`src/rtl/cop_issue_ctrl.sv`:
```
// rtl/cop_issue_ctrl.sv - core-side Check/Ready/Exec issue controller for one coprocessor
module cop_issue_ctrl #(
    parameter bit FWD_EN     = 1'b1,
    parameter bit ERR_STICKY = 1'b1
) (
    input  logic        CLK,
    input  logic        RST,
    input  logic        HOLD,
    input  logic        FLUSH,
    input  logic        D_VALID,
    input  logic [31:0] D_PC,
    input  logic [16:0] D_OPCODE,
    input  logic [4:0]  D_RD,
    input  logic [4:0]  D_RS1,
    input  logic [4:0]  D_RS2,
    input  logic [31:0] D_IMM,
    output logic        D_READY,
    output logic        D_REJECT,
    output logic [16:0] C_OPCODE,
    input  logic        C_ACCEPT,
    output logic [16:0] R_OPCODE,
    output logic [4:0]  R_RD,
    output logic [4:0]  R_RS1,
    output logic [4:0]  R_RS2,
    output logic [31:0] R_IMM,
    output logic [4:0]  RF_RS1,
    output logic [4:0]  RF_RS2,
    input  logic [31:0] RF_RS1_DATA,
    input  logic [31:0] RF_RS2_DATA,
    output logic        E_ALLOW,
    output logic [31:0] E_PC,
    output logic [16:0] E_OPCODE,
    output logic [4:0]  E_RD,
    output logic [4:0]  E_RS1,
    output logic [31:0] E_RS1_DATA,
    output logic [4:0]  E_RS2,
    output logic [31:0] E_RS2_DATA,
    output logic [31:0] E_IMM,
    input  logic        E_VALID,
    input  logic        E_REG_W_EN,
    input  logic [4:0]  E_REG_W_RD,
    input  logic [31:0] E_REG_W_DATA,
    input  logic        E_EXC_EN,
    input  logic [3:0]  E_EXC_CODE,
    output logic        W_EN,
    output logic [4:0]  W_RD,
    output logic [31:0] W_DATA,
    output logic        X_EN,
    output logic [31:0] X_PC,
    output logic [3:0]  X_CODE,
    output logic        ERR
);

    logic        r_valid;
    logic [31:0] r_pc;
    logic [16:0] r_opcode;
    logic [4:0]  r_rd, r_rs1, r_rs2;
    logic [31:0] r_imm;

    logic        e_valid;
    logic [31:0] e_pc;
    logic [16:0] e_opcode;
    logic [4:0]  e_rd, e_rs1, e_rs2;
    logic [31:0] e_rs1_data, e_rs2_data, e_imm;

    logic        w_en;
    logic [4:0]  w_rd;
    logic [31:0] w_data;
    logic        x_en;
    logic [31:0] x_pc;
    logic [3:0]  x_code;
    logic        err;

    logic        check_ok;
    logic        kill;
    logic        advance_e;
    logic        err_evt;
    logic        fwd_e_en, fwd_w_en;
    logic [31:0] op1, op2;

    assign check_ok  = D_VALID && !HOLD && !FLUSH;
    assign C_OPCODE  = check_ok ? D_OPCODE : 17'd0;
    assign E_ALLOW   = e_valid && !FLUSH;
    // An excepting Exec instruction squashes everything younger, including this cycle's issue.
    assign kill      = E_ALLOW && E_VALID && E_EXC_EN;
    assign D_READY   = check_ok && C_ACCEPT && !kill;
    assign D_REJECT  = D_VALID && !HOLD && !C_ACCEPT;
    assign advance_e = r_valid && !FLUSH && !kill;
    assign err_evt   = (E_ALLOW && !E_VALID) || (E_VALID && !e_valid);

    assign fwd_e_en  = FWD_EN && E_VALID && E_REG_W_EN;
    assign fwd_w_en  = FWD_EN && w_en;

    // The E-stage result is younger than the W-stage one, so it takes priority.
    function automatic logic [31:0] fwd_sel(input logic [4:0] rs, input logic [31:0] rf_d);
        if (fwd_e_en && rs != 5'd0 && E_REG_W_RD == rs) begin
            return E_REG_W_DATA;
        end else if (fwd_w_en && rs != 5'd0 && w_rd == rs) begin
            return w_data;
        end else begin
            return rf_d;
        end
    endfunction

    always_comb begin
        op1 = fwd_sel(r_rs1, RF_RS1_DATA);
        op2 = fwd_sel(r_rs2, RF_RS2_DATA);
    end

    always_ff @(posedge CLK or negedge RST) begin
        if (!RST) begin
            r_valid    <= 1'b0;
            r_pc       <= '0;
            r_opcode   <= '0;
            r_rd       <= '0;
            r_rs1      <= '0;
            r_rs2      <= '0;
            r_imm      <= '0;
            e_valid    <= 1'b0;
            e_pc       <= '0;
            e_opcode   <= '0;
            e_rd       <= '0;
            e_rs1      <= '0;
            e_rs2      <= '0;
            e_rs1_data <= '0;
            e_rs2_data <= '0;
            e_imm      <= '0;
            w_en       <= 1'b0;
            w_rd       <= '0;
            w_data     <= '0;
            x_en       <= 1'b0;
            x_pc       <= '0;
            x_code     <= '0;
            err        <= 1'b0;
        end else begin
            r_valid <= D_READY;
            if (D_READY) begin
                r_pc     <= D_PC;
                r_opcode <= D_OPCODE;
                r_rd     <= D_RD;
                r_rs1    <= D_RS1;
                r_rs2    <= D_RS2;
                r_imm    <= D_IMM;
            end else begin
                r_pc     <= '0;
                r_opcode <= '0;
                r_rd     <= '0;
                r_rs1    <= '0;
                r_rs2    <= '0;
                r_imm    <= '0;
            end

            e_valid <= advance_e;
            if (advance_e) begin
                e_pc       <= r_pc;
                e_opcode   <= r_opcode;
                e_rd       <= r_rd;
                e_rs1      <= r_rs1;
                e_rs2      <= r_rs2;
                e_rs1_data <= op1;
                e_rs2_data <= op2;
                e_imm      <= r_imm;
            end else begin
                e_pc       <= '0;
                e_opcode   <= '0;
                e_rd       <= '0;
                e_rs1      <= '0;
                e_rs2      <= '0;
                e_rs1_data <= '0;
                e_rs2_data <= '0;
                e_imm      <= '0;
            end

            w_en   <= E_ALLOW && E_VALID && E_REG_W_EN && !E_EXC_EN;
            w_rd   <= E_REG_W_RD;
            w_data <= E_REG_W_DATA;
            x_en   <= E_ALLOW && E_VALID && E_EXC_EN;
            x_pc   <= e_pc;
            x_code <= E_EXC_CODE;
            err    <= ERR_STICKY ? (err || err_evt) : err_evt;
        end
    end

    assign R_OPCODE   = r_opcode;
    assign R_RD       = r_rd;
    assign R_RS1      = r_rs1;
    assign R_RS2      = r_rs2;
    assign R_IMM      = r_imm;
    assign RF_RS1     = r_rs1;
    assign RF_RS2     = r_rs2;
    assign E_PC       = e_pc;
    assign E_OPCODE   = e_opcode;
    assign E_RD       = e_rd;
    assign E_RS1      = e_rs1;
    assign E_RS1_DATA = e_rs1_data;
    assign E_RS2      = e_rs2;
    assign E_RS2_DATA = e_rs2_data;
    assign E_IMM      = e_imm;
    assign W_EN       = w_en;
    assign W_RD       = w_rd;
    assign W_DATA     = w_data;
    assign X_EN       = x_en;
    assign X_PC       = x_pc;
    assign X_CODE     = x_code;
    assign ERR        = err;

endmodule

```
`config.mk`:
```
export PLATFORM = sky130hd
export DESIGN_NAME = cop_issue_ctrl
export DESIGN_NICKNAME = d
export VERILOG_FILES = /design/src/rtl/cop_issue_ctrl.sv
export SDC_FILE = /design/constraint.sdc
export NUM_CORES = 1
export LEC_CHECK = 0
export BUFFER_PORTS_ARGS = -buffer_cell sky130_fd_sc_hd__buf_2
export CAP_MARGIN = 20
export CORE_AREA = 2 2 209 211
export DETAILED_ROUTE_END_ITERATION = 7
export DIE_AREA = 0 0 211 213
export PLACE_DENSITY = 0.58
export SETUP_SLACK_MARGIN = 0.3
export SLEW_MARGIN = 5
export SYNTH_ARGS = -nofsm -noshare
export SYNTH_HDL_FRONTEND = slang
export SYNTH_SLANG_ARGS = --single-unit
```
`constraint.sdc`:
```
create_clock -name CLK -period 5.89 [get_ports CLK]
set_input_delay 0.8835 -clock CLK [delete_from_list [all_inputs] [get_ports CLK]]
set_output_delay 0.8835 -clock CLK [all_outputs]
set_load 0.05 [all_outputs]
```
==> metrics.yaml <==
place_congestion: 0.846
ys_async_sr_fraction_pct: 100
die_w_microns: 211
start_kind: "primary input"
fin_util_pct: 40.2
rows: 76
grt_busiest_layer: "met2"
synthCells: 950
fin_tns_setup_ns: 0
cts_hold_buf: 0
hp-class: "primary input to asynchronous set/reset pin"
timing.final.ws_setup_ns: 2.52
dr.pass1.iters: 5
crit_top_cell: "buf_2"
antenna_found_initial: 9
rrSetupSlack_ns: 2.55
drive_above_1_share_pct: 47.2
path_class: "primary input to primary output"
worst-path-buf-inv: 2
tightest_slew_ns: 1.15
core_sq_um: 42700
grt_pass1_vias: 10300
track_usage_pct: 20.1
clock_latency_ns: 0.55
cts_tree: "yes"
global_route.usage.met1_pct: 24.7
synth_ff_type: "dfrtp_1"
power.leakage_nw: 9.15
clock_path_buffers: 3
fill_cells: 4150
drt-wirelength-per-cell_microns: 22.8
path_cells: "buf_2, nand2b_1, nor2_4, and2_1, buf_2"
synthesis.nets: 1160
worst_r2r_endpoint: "E_RS2_DATA[10]"
multi_input_area_sq_um: 3780
critPathLaunch: "HOLD"
postCtsSetupBuffers: 0
vias: 9971
place_hpwl_microns: 32800
synth_area_sq_um: 12800
start_util_pct: 30.1
ant_nets: 0
fin_skew_ns: 0.0172
power_density_nw_per_um2: 318
clock-sinks: 334
rr_worst_depth: 4
grt_pass1_wl_microns: 67600
endpoint_kind: "primary output"
cts_resized: 0
critical_path_cell_count: 5
ys_warn_count: 0
finalCritPeriodShare_pct: 57.2
yosysSeqAreaShare_pct: 65.1
viasPerCell: 4.92
grt-ovfl-total: 0
relSlewSlack_pct: 23.5
ys_ff_latch: 334
status: "completed"
final_nets: 1659
cts_buffers: 40
path_clk_slew_ns: 0.05
drt_iter0_drc: 874
syn_area_per_cell_sq_um: 13.5
htreeDepth: 2
critPathMaxFanout: 55
pre_cts_slack_ns: 2.53
r2r-start: "RF_RS2[2]"
globalRouteMet3Util_pct: 6.56
arrival_ns: 2.49
worst_path_max_delay_cell: "nor2_4"
use_met2_pct: 33.3
yosysUniqueCellTypes: 37
crit_required_ns: 5.01
max_freq_ghz: 0.297
dieArea_sq_um: 44900
port_buffers: 539
drv_slew: 0
setup.worst_path.end: "C_OPCODE[9]"
synth-edff-count: 0
ir_worst_vdd_mv: 0.241
finalSetupViolCount: 0
drcViolationCount: 0
syn2layout_area_growth_pct: 33.8
boundaryPins: 540
min_period_ns: 3.37
drt-total-wl_microns: 46200
hold_violations: 0
slowest_delay_ns: 0.79
regArea_sq_um: 8360
drv_cap: 0
rsz0062_at_grt: "no"
grt_start_max_net_pins: 136
crit_family: "simple AND/OR/NAND/NOR gates"
die_h_microns: 213
power_mw: 5.46
cts-root-buf: "clkbuf_16"
-- placed cells by master (no fill, tap or decap), drive strengths merged --
cell / count
a21oi: 1
buf: 555
nand4: 66
o211a: 2
nor2b: 1
diode: 2
o21ai: 65
clkbuf: 58
or4b: 2
nand2b: 2
nand3: 1
or2: 2
xnor2: 14
or4: 2
dfrtp: 334
and3: 79
clkinv: 5
and2: 132
xor2: 6
nand3b: 1
bufinv: 8
nor3b: 1
nor3: 66
inv: 5
nand2: 1
a311oi: 64
nor2: 3
o211ai: 4
-- synth_stat cells, types with 3 or more instances --
master	instances	area (sq um)
a311oi_1	3	26.3
a311oi_2	61	916
and2_1	131	820
and3_1	79	494
buf_12	3	60.1
buf_2	6	30.0
buf_4	18	135
buf_6	13	146
clkbuf_1	43	161
clkbuf_8	9	124
dfrtp_1	334	8360
dlygate4sd1_1	3	26.3
inv_1	3	11.3
nand4_1	66	413
nor2_1	3	11.3
nor3_1	64	320
o211ai_4	4	85.1
o21ai_0	5	25.0
o21ai_1	58	290
xnor2_1	14	123
xor2_1	6	52.6
-- flip-flops by register name (all words and copies together), names as in the netlist, 17 cells and up --
signal / cells
E_RS1_DATA: 32
r_pc: 32
W_DATA: 32
E_OPCODE: 17
X_PC: 32
E_IMM: 32
R_OPCODE: 17
E_PC: 32
R_IMM: 32
E_RS2_DATA: 32
-- kinds of logic after synthesis --
family / synth area share [%]
AO/OA/AOI/OAI: 10.8
XOR/XNOR: 1.36
buffers and inverters: 5.68
flip-flops: 65.1
AND/OR/NAND/NOR: 17.1
-- how the worst min path moves through the flow --
stage                           end  depth (start not counted)
after floorplan             E_PC[0]                          1
after global placement     X_PC[18]                          0
after detailed placement   X_PC[18]                          0
after CTS                 X_CODE[0]                          1
after global routing      X_CODE[0]                          1
final                     X_CODE[2]                          1
-- layer usage --
metal | share of wire (%) | wire length (microns)
met1 | 40 | 18300
met2 | 49 | 22500
met3 | 8.7 | 4040
met4 | 2.8 | 1280
met5 | 0.17 | 77
-- final cells by class --
cell class / count / area share, %
Antenna cell: 2 / 0.0291
Timing Repair Buffer: 555 / 16.7
Clock inverter: 15 / 1.76
Inverter: 3 / 0.0655
Sequential cell: 334 / 48.7
Multi-Input combinational cell: 515 / 22.0
Tap cell: 546 / 3.98
Clock buffer: 58 / 6.81
-- worst register-to-register path: stages, from the launching register on --
cell,delay (ns)
dfrtp_1,0.46
or4_4,0.61
o211ai_4,0.85
or2_2,0.97
a311oi_2,0.27
-- report_power, final --
part           total (mW)  switching (mW)  internal, mW
Clock                2.72           0.984          1.74
Combinational       0.390           0.286         0.105
Sequential           2.35          0.0252          2.33
-- through the flow --
step                instance area [sq um]  hold WS, ns  instances
finish                              17200        0.309       2028
global route                        17200        0.334       2028
CTS                                 17200        0.308       2026
detailed placement                  15700        0.354       1953
global placement                    15700        0.355       1952
floorplan                           12800        0.428        950
No activity file was read; power rests on OpenSTA's default activity.
